[config.mk]
export PLATFORM = sky130hd
export DESIGN_NAME = sseg_driver
export DESIGN_NICKNAME = d
export VERILOG_FILES = /design/src/rtl/sseg_driver.sv
export SDC_FILE = /design/constraint.sdc
export NUM_CORES = 1
export LEC_CHECK = 0
export CORE_MARGIN = 1
export CORE_UTILIZATION = 63
export CTS_CLUSTER_DIAMETER = 40
export DETAILED_ROUTE_END_ITERATION = 16
export PLACE_DENSITY_LB_ADDON = 0.3
export SKIP_LAST_GASP = 1
export SYNTH_ARGS = -nofsm -noshare
export SYNTH_HDL_FRONTEND = slang
export SYNTH_SLANG_ARGS = --single-unit
[constraint.sdc]
create_clock -name clk -period 5.45 [get_ports clk]
set_input_delay 1.09 -clock clk [delete_from_list [all_inputs] [get_ports clk]]
set_output_delay 1.09 -clock clk [all_outputs]
set_load 0.01 [all_outputs]
[src/rtl/sseg_driver.sv]
// Time-multiplexed driver for an 8-digit active-low seven-segment display.
// Shows a captured 32-bit value as hex nibbles or as double-dabble decimal.
module sseg_driver #(
    parameter int unsigned REFRESH_DIV = 4
) (
    input  logic        clk,
    input  logic        rst_n,
    input  logic [31:0] value,
    input  logic        dec,
    input  logic        load,
    output logic        busy,
    output logic [6:0]  segments,
    output logic [7:0]  anodes
);

    localparam int unsigned CW = (REFRESH_DIV > 1) ? $clog2(REFRESH_DIV) : 1;

    typedef enum logic {IDLE, CONV} state_t;

    state_t        state;
    logic [CW-1:0] ref_cnt;
    logic [2:0]    idx;
    logic [3:0]    disp [8];
    logic [31:0]   bin;
    logic [31:0]   bcd;
    logic [4:0]    step;
    logic [31:0]   bcd_adj;
    logic [31:0]   bcd_next;

    function automatic logic [6:0] enc(input logic [3:0] d);
        logic [6:0] s;
        case (d)
            4'h0: s = 7'b0000001;
            4'h1: s = 7'b1001111;
            4'h2: s = 7'b0010010;
            4'h3: s = 7'b0000110;
            4'h4: s = 7'b1001100;
            4'h5: s = 7'b0100100;
            4'h6: s = 7'b0100000;
            4'h7: s = 7'b0001111;
            4'h8: s = 7'b0000000;
            4'h9: s = 7'b0000100;
            4'hA: s = 7'b0001000;
            4'hB: s = 7'b1100000;
            4'hC: s = 7'b0110001;
            4'hD: s = 7'b1000010;
            4'hE: s = 7'b0110000;
            4'hF: s = 7'b0111000;
        endcase
        return s;
    endfunction

    // Add-3 on every BCD digit >= 5, then shift; carry out of digit 7 is dropped.
    always_comb begin
        bcd_adj = bcd;
        for (int unsigned i = 0; i < 8; i++) begin
            if (bcd[4*i +: 4] >= 4'd5)
                bcd_adj[4*i +: 4] = bcd[4*i +: 4] + 4'd3;
        end
        bcd_next = {bcd_adj[30:0], bin[31]};
    end

    always_ff @(posedge clk) begin
        if (!rst_n) begin
            state    <= IDLE;
            busy     <= 1'b0;
            ref_cnt  <= '0;
            idx      <= '0;
            bin      <= '0;
            bcd      <= '0;
            step     <= '0;
            segments <= '1;
            anodes   <= '1;
            for (int unsigned i = 0; i < 8; i++)
                disp[i] <= '0;
        end else begin
            if (ref_cnt == CW'(REFRESH_DIV - 1)) begin
                ref_cnt <= '0;
                idx     <= idx + 3'd1;
            end else begin
                ref_cnt <= ref_cnt + 1'b1;
            end

            anodes   <= ~(8'b1 << idx);
            segments <= enc(disp[idx]);

            case (state)
                IDLE: begin
                    if (load) begin
                        if (dec) begin
                            bin   <= value;
                            bcd   <= '0;
                            step  <= '0;
                            busy  <= 1'b1;
                            state <= CONV;
                        end else begin
                            for (int unsigned i = 0; i < 8; i++)
                                disp[i] <= value[4*i +: 4];
                        end
                    end
                end
                CONV: begin
                    bcd  <= bcd_next;
                    bin  <= {bin[30:0], 1'b0};
                    step <= step + 5'd1;
                    if (step == 5'd31) begin
                        for (int unsigned i = 0; i < 8; i++)
                            disp[i] <= bcd_next[4*i +: 4];
                        busy  <= 1'b0;
                        state <= IDLE;
                    end
                end
                default: state <= IDLE;
            endcase
        end
    end

endmodule

==> metrics.txt, run 1 <==
DIE WIDTH=a little over 100 µm; Period Utilization, post-route=between 60% and 70%; Yosys reg bits=~130; reg-to-reg endpoint=disp[1][1]$_SDFFCE_PN0P_; IO Pins=52; RR Startpoint=step[0]$_SDFFE_PN0P_; Nets=slightly above 800; ANT cells=0; FMAX=around 300 MHz; Post-synth EDFFs=32; synthesized cell area=roughly 6300 µm²; CP endpoint=disp[1][1]$_SDFFCE_PN0P_; status=completed; drt drc=0; Die Area=~10000 µm²; vias in the first global route=roughly 4800; Worst Path Arrival=3.45 ns; CTS tree=built; Buf/Inv on CP=2; most common cell in the netlist=a21oi_1; Post-DRT Antenna Nets=0; WL per Instance=roughly 17 µm; Least-Margin Pin Slew=around 1.1 ns; max_slew headroom=23.9%; clock-pin slew on the worst setup and hold paths=0.06 ns; via density per instance=about 6; Power Density=around 330 nW/µm²; Worst setup EP type=flop; post-CTS resize count=0; clk sinks=roughly 130; Finished Layout Cells=between 800 and 900; PnR worst setup slack=roughly 2.1 ns; Clock Skew=about 0.0078 ns; total setup buffers inserted after CTS=0; die height=about 100 µm; via count=5334; post-place setup slack=around 1.7 ns; Critical Path Source=rst_n; Cells after Synth=between 700 and 800; Starting Density=between 60% and 70%; Final setup viols=0; CTS root buf=clkbuf_8; Synth top area share=between 20% and 30%; FF-to-FF setup slack=roughly 2.7 ns; top cells by area, synth=dfxtp_1, edfxtp_1, a21oi_1, ha_1, nand2_1; core area=9730 µm²; max incr delay on CP=0.91 ns; clk_lat worst skew=roughly 0.53 ns; startpoint types=input pin; global-route wire length before repair=roughly 23000 µm; Synth area leader=dfxtp_1; total track usage=around 30%; GR Overflow Total=0; Final Routed Wirelength=around 15000 µm; CP Cell Sequence=clkdlybuf4s50_1 -> inv_2 -> a21oi_1 -> o21ai_1; initial antenna violation count=0; ys async rst share=0%; share of cells above drive strength 1=about 7.8%; post-synthesis sequential area ratio=45.1%; synth cell count leaders=a21oi_1, dfxtp_1, nand2_1, nor2_1, nand3_1; H-Tree Depth=4; Cells after DPL=856; Tmin final=3.34 ns; Worst path depth=4; Avg Synthesized Cell Area=8.81 µm²; Final Hold Viols=0; clock buffer count from CTS=17; num rows=36; CP Max Fanout=17; maximum clock path buffer count=2; initial detailed-routing violation count=between 300 and 400; crit path kind=input pin to flop; Fin Setup TNS=0 ns; Max Cap Violations=0; Leakage=2.71 nW; # hold bufs at CTS=0; post-layout util=between 70% and 80%; peak supply drop=approximately 0.00021 V; dominant synthesized flop cell=dfxtp_1; RSZ-0062 raised after global routing=false; DR pass1 iterations=5; worst min path class=flop to flop; CP top delay family=compound AO/OA/AOI/OAI gates; count of cell types in the netlist=39; Req. time, crit path=approximately 5.6 ns; Port Buffers=51; gpl congestion=between 0.8 and 0.9; highest-delay cell along the critical path=clkdlybuf4s50_1; max-slew violation count=0; Layout fillers=around 670; Syn Nets=782; R2R cell count=5; Syn-to-layout area delta=18.1%; Warnings, synthesis=0; largest net degree at the start of global routing=84; DPL Wire Length=9770 µm
-- cell usage in the layout (no fill, tap or decap), types with 31 or more instances in the layout --
cell type        instances
clkdlybuf4s50_1         51
nand2_1                 85
a21oi_1                111
nor2_1                  73
edfxtp_1                32
ha_1                    31
o21ai_1                 36
dfxtp_1                 93
nand3_1                 44
-- layer usage --
layer / up-vias / share of wire [%] / GRT usage, %
li1: 2532 / - / -
met1: 2523 / 39 / 34.2
met2: 220 / 51 / 51.6
met3: 59 / 6.5 / 6.91
met4: 0 / 4.4 / 16.2
met5: - / 0 / 0
-- worst reg2reg max path: stages (launching register included) --
cell,delay [ns]
dfxtp_1,0.33
ha_1,0.23
and3_1,0.20
ha_1,0.22
a21oi_1,0.78
o21ai_1,0.61
-- per-stage QoR --
stage	total power, mW	cell area, µm²	hold WS (ns)
6_report	2.43	7440	0.424
3_3_place_gp	1.28	6830	0.406
5_1_grt	2.50	7440	0.448
4_1_cts	2.42	7440	0.430
3_5_place_dp	1.29	6830	0.420
2_1_floorplan	1.20	6300	0.398
-- kinds of logic after synthesis --
logic type                 after synthesis  synth area share (%)
and+or+nand+nor                        257                  18.8
muxes                                   44                  8.96
AOI/OAI and AO/OA                      173                  15.0
buffers and inverters                   75                  4.67
adders and majority gates               31                  6.16
DFF                                    126                  45.1
xor gates and xnor gates                 9                  1.25
-- how the worst min path moves through the flow --
stage                          start               endpoint  depth (start not counted)
2_1_floorplan  ref_cnt[0]$_SDFF_PP0_  ref_cnt[0]$_SDFF_PP0_                          1
3_3_place_gp   ref_cnt[0]$_SDFF_PP0_  ref_cnt[0]$_SDFF_PP0_                          1
3_5_place_dp   ref_cnt[0]$_SDFF_PP0_  ref_cnt[0]$_SDFF_PP0_                          1
4_1_cts        ref_cnt[0]$_SDFF_PP0_  ref_cnt[0]$_SDFF_PP0_                          1
5_1_grt        ref_cnt[0]$_SDFF_PP0_  ref_cnt[0]$_SDFF_PP0_                          1
6_report       ref_cnt[0]$_SDFF_PP0_  ref_cnt[0]$_SDFF_PP0_                          1
-- registers in the layout (all words and copies together), names as in the netlist, named ones only --
| name | flops |
|---|---|
| bcd | 32 |
| bin | 32 |
| disp | 32 |
| anodes | 8 |
| segments | 7 |
| step | 5 |
| idx | 3 |
| ref_cnt | 2 |
| busy | 1 |
| state | 1 |
-- power breakdown --
part	internal (mW)	switching (mW)	leakage, nW
Combinational	0.106	0.132	1.31
Clock	0.724	0.425	0.297
Sequential	1.01	0.0319	1.10
-- area by class of cell --
type / count / area [µm²] / share of cell area, %
repair buffers: 57 / 556 / 7.47
clock buffers: 20 / 445 / 5.99
inverters: 26 / 97.6 / 1.31
clock inverters: 12 / 156 / 2.10
multi-input cells: 514 / 3170 / 42.6
well taps: 133 / 166 / 2.24
flip-flops and latches: 126 / 2850 / 38.3
Power figures use the tool's default switching activity.
==> run 2, diff against run 1 <==
--- a/config.mk
+++ b/config.mk
@@ -6,7 +6,7 @@
 export NUM_CORES = 1
 export LEC_CHECK = 0
 export CORE_MARGIN = 1
-export CORE_UTILIZATION = 63
+export CORE_UTILIZATION = 58
 export CTS_CLUSTER_DIAMETER = 40
 export DETAILED_ROUTE_END_ITERATION = 16
 export PLACE_DENSITY_LB_ADDON = 0.3
==> constraint.sdc (replaced) <==
create_clock -name clk -period 3.4 [get_ports clk]
set_input_delay 0.68 -clock clk [delete_from_list [all_inputs] [get_ports clk]]
set_output_delay 0.68 -clock clk [all_outputs]
set_load 0.01 [all_outputs]
==> run 2 against run 1 <==
  * Count of clock-buffer cells in the layout is 2 lower
  * Core utilization is 4.5 points lower
  * Non-clock buffer count is 8 higher
  * Sequential power is 60% higher
==> metrics.txt, run 2 (synthesis gave the netlist of run 1 again) <==
total track usage=28.7% (-1.1 points); Req. time, crit path=3.82 ns (-1.74 ns); DPL Wire Length=10600 µm (+8.2%); max-slew violation count=0 (unchanged); max_slew headroom=49.3% (+25 points); clk_lat worst skew=0.53 ns (about the same); gpl congestion=0.848 (-1.3%); # hold bufs at CTS=0 (unchanged); most frequent cells in the layout=a21oi_1, dfxtp_1, nand2_1; Starting Density=60.5% (-4.3 points); die height=106 µm (+4.1%); placed cell area=6910 µm² (+1.1%); Worst Path Arrival=3.02 ns (-0.43 ns); H-Tree Depth=4 (unchanged); status=completed; Least-Margin Pin Slew=0.759 ns (-0.379 ns); peak supply drop=0.000373 V (+79%); Leakage=2.75 nW (+1.3%); clk sinks=126 (unchanged); vias in the first global route=5118 (+7.4%); Max Cap Violations=0 (unchanged); RSZ-0062 raised after global routing=false; DR pass1 iterations=5 (unchanged); maximum clock path buffer count=2 (unchanged); Final Routed Wirelength=15200 µm (-0.13%); drt drc=0 (unchanged); DIE WIDTH=106 µm (+4.1%); Power Density=512 nW/µm² (+57%); Post-DRT Antenna Nets=0 (unchanged); worst min path class=flop to flop; highest-delay cell along the critical path=dfxtp_1; most common cell after layout, fill and taps aside=a21oi_1; Final Hold Viols=0 (unchanged); initial detailed-routing violation count=404 (+6.3%); top flop regs=bcd x32, bin x32, disp x32; CP Max Fanout=8 (-9); Period Utilization, post-route=76.3%; Final Cell Area=7490 µm² (+0.76%); via density per instance=5.90 (-1.7%); clock-pin slew on the worst setup and hold paths=0.06 ns (about the same); startpoint types=flop; post-CTS resize count=0 (unchanged); Clock Skew=0.00887 ns (+0.00107 ns); crit path kind=flop to flop; Port Buffers=51 (unchanged); FMAX=between 300 and 400 MHz; initial antenna violation count=0 (unchanged); Worst setup EP type=flop; max incr delay on CP=0.71 ns (-0.20 ns); Syn-to-layout area delta=19.0%; total setup buffers inserted after CTS=0 (unchanged); WL per Instance=16.9 µm (-1.4%); CTS tree=built; Tmin final=roughly 2.6 ns; IO Pins=52 (unchanged); core area=10400 µm² (+7.1%); Die Area=11300 µm² (+8.4%); CP Cell Sequence=mux4_2 -> mux2i_4 -> inv_1 -> ha_1 -> mux2_1 -> o22a_1; Final setup viols=0 (unchanged); GR Overflow Total=0 (unchanged); largest net degree at the start of global routing=54 (-36%); clock buffer count from CTS=17 (unchanged); global-route wire length before repair=24800 µm (+7.2%); Layout fillers=780 (+17%); via count=5307 (-0.51%); share of cells above drive strength 1=8.91% (+1.1 points); num rows=37 (+2.8%); Fin Setup TNS=0 ns (unchanged); CTS root buf=clkbuf_8; Nets=817 (+0.99%); ANT cells=0 (unchanged)
-- run 2: critical path: cells and delay by family (launching register included) --
| family | cells | cell delay (ns) |
|---|---|---|
| buffers and inverters | 1 | 0.13 |
| multiplexers | 3 | 1.18 |
| flip-flops | 1 | 0.71 |
| AO/OA/AOI/OAI | 1 | 0.21 |
| adder cells (fa/ha/maj) | 1 | 0.25 |
-- run 2: worst paths after layout --
| path | startpoint | end | slack [ns] | cells past startpoint |
|---|---|---|---|---|
| max | flop | segments[3]$_SDFF_PN1_ | 0.80 | 6 |
| min | ref_cnt[0]$_SDFF_PP0_ | ref_cnt[0]$_SDFF_PP0_ | 0.42 | 1 |
| min reg2reg | ref_cnt[0]$_SDFF_PP0_ | ref_cnt[0]$_SDFF_PP0_ | 0.42 | 1 |
| max reg2reg | flop | segments[3]$_SDFF_PN1_ | 0.80 | 6 |
-- run 2: layer usage --
| layer | routed length [µm] | track usage [%] | vias up |
|---|---|---|---|
| met3 | 917 | 6.38 | 38 |
| met5 | 0 | 0 | - |
| li1 | - | - | 2550 |
| met4 | 419 | 11.6 | 0 |
| met1 | 6050 | 33.9 | 2514 |
| met2 | 7820 | 50.2 | 205 |
-- run 2: area by class of cell --
class | count | area, µm² | share of cell area [%]
Multi-Input combinational cell | 514 | 3170 | 42.3
Sequential cell | 126 | 2850 | 38.0
Timing Repair Buffer | 65 | 628 | 8.38
Clock buffer | 18 | 428 | 5.71
Tap cell | 136 | 170 | 2.27
Clock inverter | 14 | 154 | 2.05
Inverter | 26 | 97.6 | 1.30
-- run 2: through the flow --
step	setup slack [ns]	utilization, %	cells	total power [mW]	hold WS, ns
CTS	0.793	71.9	899	3.85	0.423
global placement	0.849	66.3	867	2.06	0.407
detailed placement	0.801	66.3	867	2.08	0.413
finish	0.805	71.9	899	3.83	0.418
global route	0.725	71.9	899	3.96	0.438
floorplan	1.19	-	715	1.92	0.398
-- run 2: where the power goes --
part / internal, mW / leakage (nW) / switching, mW
Clock: 1.08 / 0.288 / 0.706
Combinational: 0.179 / 1.35 / 0.215
Sequential: 1.61 / 1.10 / 0.0474
Total: 2.86 / 2.75 / 0.969
